## src/rtl/mips_pkg.sv

```systemverilog
// Shared MIPS decode constants: opcodes, ID/EX control-word layout and ALU op encodings.
package mips_pkg;

    localparam logic [5:0] OP_RTYPE = 6'h00;
    localparam logic [5:0] OP_LW    = 6'h23;
    localparam logic [5:0] OP_SW    = 6'h2B;
    localparam logic [5:0] OP_ADDI  = 6'h08;
    localparam logic [5:0] OP_BEQ   = 6'h04;
    localparam logic [5:0] OP_BNE   = 6'h05;
    localparam logic [5:0] OP_J     = 6'h02;

    localparam int CTRL_REG_WRITE  = 0;
    localparam int CTRL_MEM_READ   = 1;
    localparam int CTRL_MEM_WRITE  = 2;
    localparam int CTRL_MEM_TO_REG = 3;
    localparam int CTRL_ALU_SRC    = 4;
    localparam int CTRL_ALU_OP_LO  = 5;
    localparam int CTRL_W          = 7;

    localparam logic [1:0] ALU_ADD   = 2'b00;
    localparam logic [1:0] ALU_SUB   = 2'b01;
    localparam logic [1:0] ALU_FUNCT = 2'b10;

    // Field order matches the CTRL_* bit indices above (MSB first).
    typedef struct packed {
        logic [1:0] alu_op;
        logic       alu_src;
        logic       mem_to_reg;
        logic       mem_write;
        logic       mem_read;
        logic       reg_write;
    } ctrl_t;

    function automatic logic [31:0] sext16(input logic [15:0] v);
        return {{16{v[15]}}, v};
    endfunction

endpackage

```

## src/rtl/id_regfile.sv

```systemverilog
// 32x32 register file: synchronous write, combinational reads with same-cycle write bypass; $0 reads 0.
module id_regfile (
    input  logic        clk,
    input  logic        rst_n,
    input  logic        wb_en,
    input  logic [4:0]  wb_addr,
    input  logic [31:0] wb_data,
    input  logic [4:0]  ra_addr,
    input  logic [4:0]  rb_addr,
    output logic [31:0] ra_data,
    output logic [31:0] rb_data
);

    logic [31:0] regs [32];
    logic        wb_live;

    assign wb_live = wb_en && (wb_addr != 5'd0);

    always_ff @(posedge clk) begin
        if (!rst_n) begin
            for (int i = 0; i < 32; i++) begin
                regs[i] <= '0;
            end
        end else if (wb_live) begin
            regs[wb_addr] <= wb_data;
        end
    end

    // A write landing this edge is visible to the instruction decoding now.
    always_comb begin
        ra_data = '0;
        rb_data = '0;
        if (ra_addr != 5'd0) begin
            ra_data = (wb_live && wb_addr == ra_addr) ? wb_data : regs[ra_addr];
        end
        if (rb_addr != 5'd0) begin
            rb_data = (wb_live && wb_addr == rb_addr) ? wb_data : regs[rb_addr];
        end
    end

endmodule

```

## src/rtl/decode_stage.sv

```systemverilog
// MIPS ID stage: decode, register read, load-use/branch hazard stall, early branch resolve, ID/EX register.
module decode_stage
    import mips_pkg::*;
(
    input  logic        clk,
    input  logic        rst_n,
    input  logic [63:0] if_id,
    input  logic        wb_en,
    input  logic [4:0]  wb_addr,
    input  logic [31:0] wb_data,
    input  logic        exmem_reg_write,
    input  logic        exmem_mem_read,
    input  logic [4:0]  exmem_dst,
    input  logic [31:0] exmem_alu_result,
    output logic        stall,
    output logic        branch_sel,
    output logic [31:0] branch_target,
    output logic [6:0]  idex_ctrl,
    output logic [31:0] idex_pc4,
    output logic [31:0] idex_rs_data,
    output logic [31:0] idex_rt_data,
    output logic [31:0] idex_imm,
    output logic [4:0]  idex_rs,
    output logic [4:0]  idex_rt,
    output logic [4:0]  idex_dst
);

    logic [31:0] pc4;
    logic [31:0] instr;
    logic [5:0]  opcode;
    logic [4:0]  rs;
    logic [4:0]  rt;
    logic [4:0]  rd;
    logic [31:0] imm_ext;

    assign pc4     = if_id[63:32];
    assign instr   = if_id[31:0];
    assign opcode  = instr[31:26];
    assign rs      = instr[25:21];
    assign rt      = instr[20:16];
    assign rd      = instr[15:11];
    assign imm_ext = sext16(instr[15:0]);

    ctrl_t      ctrl_d;
    logic [4:0] dst_d;
    logic       uses_rt;
    logic       is_branch;
    logic       is_jump;

    always_comb begin
        ctrl_d    = '0;
        dst_d     = '0;
        uses_rt   = 1'b0;
        is_branch = 1'b0;
        is_jump   = 1'b0;
        case (opcode)
            OP_RTYPE: begin
                ctrl_d.reg_write = 1'b1;
                ctrl_d.alu_op    = ALU_FUNCT;
                dst_d            = rd;
                uses_rt          = 1'b1;
            end
            OP_LW: begin
                ctrl_d.reg_write  = 1'b1;
                ctrl_d.mem_read   = 1'b1;
                ctrl_d.mem_to_reg = 1'b1;
                ctrl_d.alu_src    = 1'b1;
                ctrl_d.alu_op     = ALU_ADD;
                dst_d             = rt;
            end
            OP_SW: begin
                ctrl_d.mem_write = 1'b1;
                ctrl_d.alu_src   = 1'b1;
                ctrl_d.alu_op    = ALU_ADD;
                uses_rt          = 1'b1;
            end
            OP_ADDI: begin
                ctrl_d.reg_write = 1'b1;
                ctrl_d.alu_src   = 1'b1;
                ctrl_d.alu_op    = ALU_ADD;
                dst_d            = rt;
            end
            OP_BEQ, OP_BNE: begin
                is_branch = 1'b1;
                uses_rt   = 1'b1;
            end
            OP_J: is_jump = 1'b1;
            default: ;
        endcase
        // Writes to $0 are discarded here so later hazard checks never match it.
        if (dst_d == 5'd0) begin
            ctrl_d.reg_write = 1'b0;
        end
    end

    logic [31:0] rs_data;
    logic [31:0] rt_data;

    id_regfile u_regfile (
        .clk     (clk),
        .rst_n   (rst_n),
        .wb_en   (wb_en),
        .wb_addr (wb_addr),
        .wb_data (wb_data),
        .ra_addr (rs),
        .rb_addr (rt),
        .ra_data (rs_data),
        .rb_data (rt_data)
    );

    logic load_use;
    logic br_hazard;
    logic hazard;
    logic fwd_ok;
    logic [31:0] cmp_a;
    logic [31:0] cmp_b;
    logic taken;

    assign load_use = idex_ctrl[CTRL_MEM_READ] && (idex_dst != 5'd0) &&
                      ((idex_dst == rs) || (uses_rt && idex_dst == rt));

    // Branches compare in ID, so a result still in EX, or a load in MEM, is not yet available.
    assign br_hazard = is_branch &&
        ((idex_ctrl[CTRL_REG_WRITE] && (idex_dst != 5'd0) &&
          ((idex_dst == rs) || (idex_dst == rt))) ||
         (exmem_mem_read && (exmem_dst != 5'd0) &&
          ((exmem_dst == rs) || (exmem_dst == rt))));

    assign hazard = load_use || br_hazard;

    assign fwd_ok = exmem_reg_write && (exmem_dst != 5'd0);
    assign cmp_a  = (fwd_ok && exmem_dst == rs) ? exmem_alu_result : rs_data;
    assign cmp_b  = (fwd_ok && exmem_dst == rt) ? exmem_alu_result : rt_data;

    assign taken = ((opcode == OP_BEQ) && (cmp_a == cmp_b)) ||
                   ((opcode == OP_BNE) && (cmp_a != cmp_b)) ||
                   is_jump;

    assign stall         = rst_n && hazard;
    assign branch_sel    = rst_n && !hazard && taken;
    assign branch_target = is_jump ? {pc4[31:28], instr[25:0], 2'b00}
                                   : pc4 + {imm_ext[29:0], 2'b00};

    // A stall loads a bubble; the stalled instruction is re-decoded from the held IF/ID.
    always_ff @(posedge clk) begin
        if (!rst_n || hazard) begin
            idex_ctrl    <= '0;
            idex_pc4     <= '0;
            idex_rs_data <= '0;
            idex_rt_data <= '0;
            idex_imm     <= '0;
            idex_rs      <= '0;
            idex_rt      <= '0;
            idex_dst     <= '0;
        end else begin
            idex_ctrl    <= ctrl_d;
            idex_pc4     <= pc4;
            idex_rs_data <= rs_data;
            idex_rt_data <= rt_data;
            idex_imm     <= imm_ext;
            idex_rs      <= rs;
            idex_rt      <= rt;
            idex_dst     <= dst_d;
        end
    end

endmodule

```

## config.mk

```make
export PLATFORM = sky130hd
export DESIGN_NAME = decode_stage
export DESIGN_NICKNAME = d
export VERILOG_FILES = /design/src/rtl/mips_pkg.sv /design/src/rtl/id_regfile.sv /design/src/rtl/decode_stage.sv
export SDC_FILE = /design/constraint.sdc
export NUM_CORES = 2
export LEC_CHECK = 0
export CAP_MARGIN = 20
export CORE_ASPECT_RATIO = 1.2
export CORE_MARGIN = 10
export CORE_UTILIZATION = 28
export CTS_CLUSTER_SIZE = 8
export DETAILED_ROUTE_END_ITERATION = 8
export SYNTH_ARGS = -nofsm -noshare
export SYNTH_HDL_FRONTEND = slang
export SYNTH_HIERARCHICAL = 1
export SYNTH_SLANG_ARGS = --single-unit
```

## constraint.sdc

```tcl
create_clock -name clk -period 18.5 [get_ports clk]
set_input_delay 5.55 -clock clk [delete_from_list [all_inputs] [get_ports clk]]
set_output_delay 5.55 -clock clk [all_outputs]
set_load 0.01 [all_outputs]
```

# Word level (Yosys, flattened, before mapping)
# Memory sizes are Yosys's and may differ from the RTL's.
# Index checks and enable logic that the tools add are counted.
[word_totals]
mem_bits_rw = 1024
elab_cells = 91
in_bits = 143
output_inout_bits = 184
regBits = 134
mem_count = 1
[mem_list]
columns = ["memory", "words", "width", "read_ports", "rd_ports_with_merged_regs", "wr", "line", "rtl"]
rows = [
  ["u_regfile.regs", 32, 32, 2, 0, 32, "id_regfile.sv:14", "logic [31:0] regs [32];"],
]
[op_classes]
n_addsub = 1
eq_ne = 14
n_mux = 23
n_reduce_logical = 43
[ops]
columns = ["op", "count"]
rows = [
  ["$mux W32", 8],
  ["$add A32 B32 Y32", 1],
  ["$eq A32 B32 Y1", 1],
  ["$ne A32 B32 Y1", 1],
  ["$reduce_or A32 Y1", 1],
  ["$eq A5 B5 Y1", 6],
  ["$reduce_bool A5 Y1", 5],
  ["$logic_and A1 B1 Y1", 19],
  ["$eq A6 B3 Y1 const B", 2],
  ["$eq A6 B6 Y1 const B", 2],
  ["$mux W1", 12],
  ["$pmux W5 S2", 1],
  ["$logic_or A1 B1 Y1", 8],
  ["$eq A6 B2 Y1 const B", 1],
  ["$eq A6 B4 Y1 const B", 1],
  ["$logic_not A6 Y1", 1],
  ["$reduce_or A2 Y1", 3],
  ["$reduce_or A3 Y1", 2],
  ["$logic_not A5 Y1", 1],
  ["$mux W5", 1],
  ["$reduce_or A4 Y1", 1],
  ["$logic_not A1 Y1", 2],
  ["$mux W2", 1],
]

# Depth between registers and ports, before layout
[depth]
depth_word = 11
mapped_depth = 17
mapped_depth_nobuf = 12

# Cells and area by module
# The synthesis kept the hierarchy.
[modules_own_cells]
columns = ["mod", "cells_per_inst", "seq_area_each_um2", "n_inst", "area_per_inst_um2"]
rows = [
  ["id_regfile", 3928, 30749.5, 1, 55647.1],
  ["decode_stage", 981, 2642.5, 1, 7921.3],
]

# Worst setup path after synthesis
# OpenSTA, ideal clock, no wires.
[synth_timing]
kind = "input port to output port"
startpoint = "input port if_id[16]"
endpoint = "output port branch_sel"
path_stages = 15
arrival_time_ns = 8.478
path_buffers = 4
t_required_ns = 12.950
setup_slack_ns = 4.472
path_cell_list = "buf_6 buf_8 buf_6 buf_4 mux2i_1 nand2_1 a22o_1 a2111oi_0 a21oi_1 o311a_1 o21ai_1 o2111ai_1 a2111oi_2 a31o_1 nand3_1"
[synth_between]
elab_chain_cells = 10
elab_cells_between_ends = 29
cone_classes = "eq/ne (5); mux (3); reduce/logical (20); memory (1)"
[synth_rtl]
columns = ["element", "line", "rtl"]
rows = [
  ["start: declaration", "decode_stage.sv:7", "input logic [63:0] if_id,"],
  ["branches (longest 3 deep; another with $mem_v2 Z32 W32)", "n/a", ""],
  ["$mux W32 (*)", "id_regfile.sv:36", "if (rb_addr != 5'd0) begin"],
  ["named net rt_data[17]", "decode_stage.sv:97", "logic [31:0] rt_data;"],
  ["$mux W32 (*)", "decode_stage.sv:133", "assign cmp_b = (fwd_ok && exmem_dst == rt) ? exmem_alu_result : rt_data;"],
  ["$eq A32 B32 Y1 / $ne A32 B32 Y1 (equally long branches)", "decode_stage.sv:135, decode_stage.sv:136", ""],
  ["$logic_and A1 B1 Y1, on equally long branches", "decode_stage.sv:135, decode_stage.sv:136", ""],
  ["$logic_or A1 B1 Y1 (*)", "decode_stage.sv:135", "assign taken = ((opcode == OP_BEQ) && (cmp_a == cmp_b)) ||"],
  ["$logic_or A1 B1 Y1 (*)", "decode_stage.sv:136", "((opcode == OP_BNE) && (cmp_a != cmp_b)) ||"],
  ["$logic_and A1 B1 Y1 (*)", "decode_stage.sv:140", "assign branch_sel = rst_n && !hazard && taken;"],
  ["end: declaration", "decode_stage.sv:16", "output logic branch_sel,"],
]
# Mark *: on every way through the listed nets, which the timed path passes.

# Final worst setup path
[layout_timing]
startpoint = "input port wb_addr[2]"
endpoint = "output port branch_sel"
[layout_between]
elab_chain_cells = 11
elab_cells_between_ends = 19
cone_classes = "eq/ne (4); mux (6); reduce/logical (9)"
[layout_rtl]
columns = ["element", "line", "rtl"]
rows = [
  ["start: declaration", "decode_stage.sv:9", "input logic [4:0] wb_addr,"],
  ["$reduce_bool A5 Y1", "id_regfile.sv:17", "assign wb_live = wb_en && (wb_addr != 5'd0);"],
  ["$logic_and A1 B1 Y1", "id_regfile.sv:17", ""],
  ["$logic_and A1 B1 Y1 (*)", "id_regfile.sv:37", "rb_data = (wb_live && wb_addr == rb_addr) ? wb_data : regs[rb_addr];"],
  ["$mux W32 (*)", "id_regfile.sv:37", ""],
  ["$mux W32 (*)", "id_regfile.sv:36", ""],
  ["named net rt_data[17]", "decode_stage.sv:97", ""],
  ["$mux W32 (*)", "decode_stage.sv:133", ""],
  ["$eq A32 B32 Y1 / $ne A32 B32 Y1 (equally long branches)", "decode_stage.sv:135, decode_stage.sv:136", ""],
  ["$logic_and A1 B1 Y1, on equally long branches", "decode_stage.sv:135, decode_stage.sv:136", ""],
  ["$logic_or A1 B1 Y1 (*)", "decode_stage.sv:135", ""],
  ["$logic_or A1 B1 Y1 (*)", "decode_stage.sv:136", ""],
  ["$logic_and A1 B1 Y1 (*)", "decode_stage.sv:140", ""],
]
# Mark *: on every way through the listed nets, which the timed path passes. The rest lies on a longest branch.

==> qor.csv <==
metric,value,unit
mean routed wirelength per cell,30.31,µm
Finished Cell Area,74820,µm²
skew final,24.03,ps
core area,225800,µm²
Detailed Route WL,246.9,mm
Top Usage Layer GRT,met2,
grt met2 use,31.82,%
ys flop type,edfxtp_1,
Port Buf Inserts,325,
Cells after Synth,4909,
total grt overflow,0,
Setup TNS,0,ps
via count,45500,
dpl ws,1813,ps
largest net degree at the start of global routing,123,
Post-route DRC,0,
initial antenna violation count,25,
number of flops mapped to enable cells by yosys,1024,
synth unique cells,87,
GPL Wtd Cong,0.9120,
Final Slew Violations,0,
DIE WIDTH,455.0,µm
Num CTS Buffers,162,
setup violators final,0,
DRT antenna net count,0,
vias in the first global route,45490,
Startpoint Class,input port,
worst min path class,flop to flop,
Max VDD drop,76.39,µV
final hold slack,843.9,ps
Final Hold Fails,0,
mapped cell area,63570,µm²
Worst Setup End Kind,output pin,
DP HPWL,162.2,mm
H-tree lvl count,4,
root cell of the clock tree,clkbuf_16,
CTS Hold Bufs,0,
layout cells sized above 1,17.08,%
postcts setup bufs,0,
status,"complete, no violations",
critical path arrival,11460,ps
CTS tree,built,
part of the Yosys area used for sequential elements,52.53,%
Crit Path Max Fanout,13,
Global Route met3 Usage,4.647,%
clk buf depth,3,
RSZ-0062 raised after global routing,false,
warnings from Yosys,6,
Layout area overhead,17.71,%
Final #Nets,5289,
final setup margin,1490,ps
Clock Latency Late Sink,800,ps
Tot GR Track Use,19.23,%
Worst-Margin Slew,1194,ps
cts repair resizes,0,
fillers,22040,
DIE AREA,246600,µm²
DRT iter0 DRCs,5587,
Syn Area/Cell,12.95,µm²
Final min period,17010,ps
met1 Use GR,22.68,%
critical path required time,12950,ps
PwrDens,91.52,nW/µm²
DR pass1 iterations,6,
#FFs+latches synth,1156,
Vert. Die Dim,542.0,µm
I/O pins,327,
Clock Pin Slew Worst Setup and Hold Paths,50,ps
Sink Count,1156,
P_leak,0.02652,µW
Max-slew headroom,18.35,%
crit path kind,input port to output pin,
Max Cap Viol,0,
Initial Util,28.15,%
placed cell area,70410,µm²
achievable frequency,58.79,MHz
Via density,5.587,
first-pass GRT wire length,343.8,mm
Post-synth ARST share,0,%
period utilization,91.95,%
Rows,191,
-- sequential cells by signal (all words and copies together) (netlist names) --
name / cells
idex_dst: 5
idex_ctrl: 5
idex_imm: 16
idex_rs: 5
idex_rt_data: 32
idex_pc4: 32
idex_rs_data: 32
u_regfile/regs: 1024
idex_rt: 5
-- layer usage --
metal	vias up	share of wire [%]
li1	18900	-
met1	23150	36
met2	2803	48
met3	633	10
met4	20	6.1
met5	-	0.062
-- final cells by class --
cell class                      instances  area, µm²  share of cell area, %
Clock buffer                          184       4222                  5.642
Timing Repair Buffer                  524       4903                  6.553
Clock inverter                         11      158.9                 0.2124
Antenna cell                            7      17.52                0.02341
Inverter                               62      232.7                 0.3110
Sequential cell                      1156      33390                  44.63
Tap cell                             2991       3742                  5.002
Multi-Input combinational cell       3210      28160                  37.63
-- Yosys cell counts, drive strengths merged, types with 83 or more instances --
cell	number	area, µm²
nand2	188	705.7
o21ai	131	659.4
edfxtp	1024	30750
nor3	83	415.4
a21oi	135	679.4
clkbuf	356	1338
nor2	98	375.4
dfxtp	132	2643
mux2i	337	3373
and3	145	907.1
mux4	367	8303
and2	971	6075
buf	156	1075
-- cells in the final DEF (no fill, tap or decap), drive strengths merged, types with 36 or more instances in the layout --
master         synthesis  layout
a21oi                135     135
nor3                  83      83
buf                  156     207
nand2                188     188
o22ai                 42      42
and3                 145     145
clkdlybuf4s50          0     314
a221oi                36      36
and2                 971     971
o21ai                131     131
xnor2                 57      57
mux2i                337     337
edfxtp              1024    1024
a22oi                 71      71
clkbuf               356     187
mux4                 367     367
a211oi                52      52
nor2                  98      98
inv                   62      69
dfxtp                132     132
-- metrics by stage --
| step | std cells | power, µW | utilization (%) |
|---|---|---|---|
| final | 8145 | 6848 | 33.13 |
| after detailed placement | 7940 | 4156 | 31.18 |
| after CTS | 8135 | 6856 | 33.12 |
| after floorplan | 4940 | 3678 | - |
| after global routing | 8143 | 7027 | 33.13 |
| after global placement | 7937 | 4139 | 31.17 |
-- cells by family after synthesis --
logic type,count (synthesis),synth area share (%)
adders and majority gates,30,0.6023
DFF,1156,52.53
xor gates and xnor gates,87,1.199
and+or+nand+nor,1618,14.71
buffers and inverters,574,4.161
muxes,739,18.99
AOI/OAI and AO/OA,703,7.796
other,2,0.01181
-- power by group --
| group | switching [µW] | internal (µW) | total, µW |
|---|---|---|---|
| clock | 1110 | 1600 | 2710 |
| combinational | 642 | 425 | 1070 |
| sequential | 73.6 | 2990 | 3070 |
| total | 1830 | 5020 | 6850 |
-- worst max-delay path, cell delays in order --
cell	delay (ps)
clkdlybuf4s50_1	640
or3_4	600
o31a_1	320
and3_1	430
buf_12	290
a2111oi_0	430
buf_4	230
a21oi_1	200
o311a_1	400
o21ai_1	500
o2111ai_1	290
a2111oi_2	640
nand4_1	150
nand3_1	170
clkdlybuf4s50_1	570
-- worst paths after layout --
check                          start                      end  slack (ps)  depth (start not counted)
max                       wb_addr[2]               branch_sel        1490                         15
max reg2reg   idex_dst[1]$_SDFF_PP0_   idex_pc4[6]$_SDFF_PP0_       15620                          5
min reg2reg  idex_ctrl[0]$_SDFF_PP0_  idex_pc4[27]$_SDFF_PP0_         840                          3
min          idex_ctrl[0]$_SDFF_PP0_  idex_pc4[27]$_SDFF_PP0_         840                          3
Note: power is estimated with default switching activity, not from simulation.
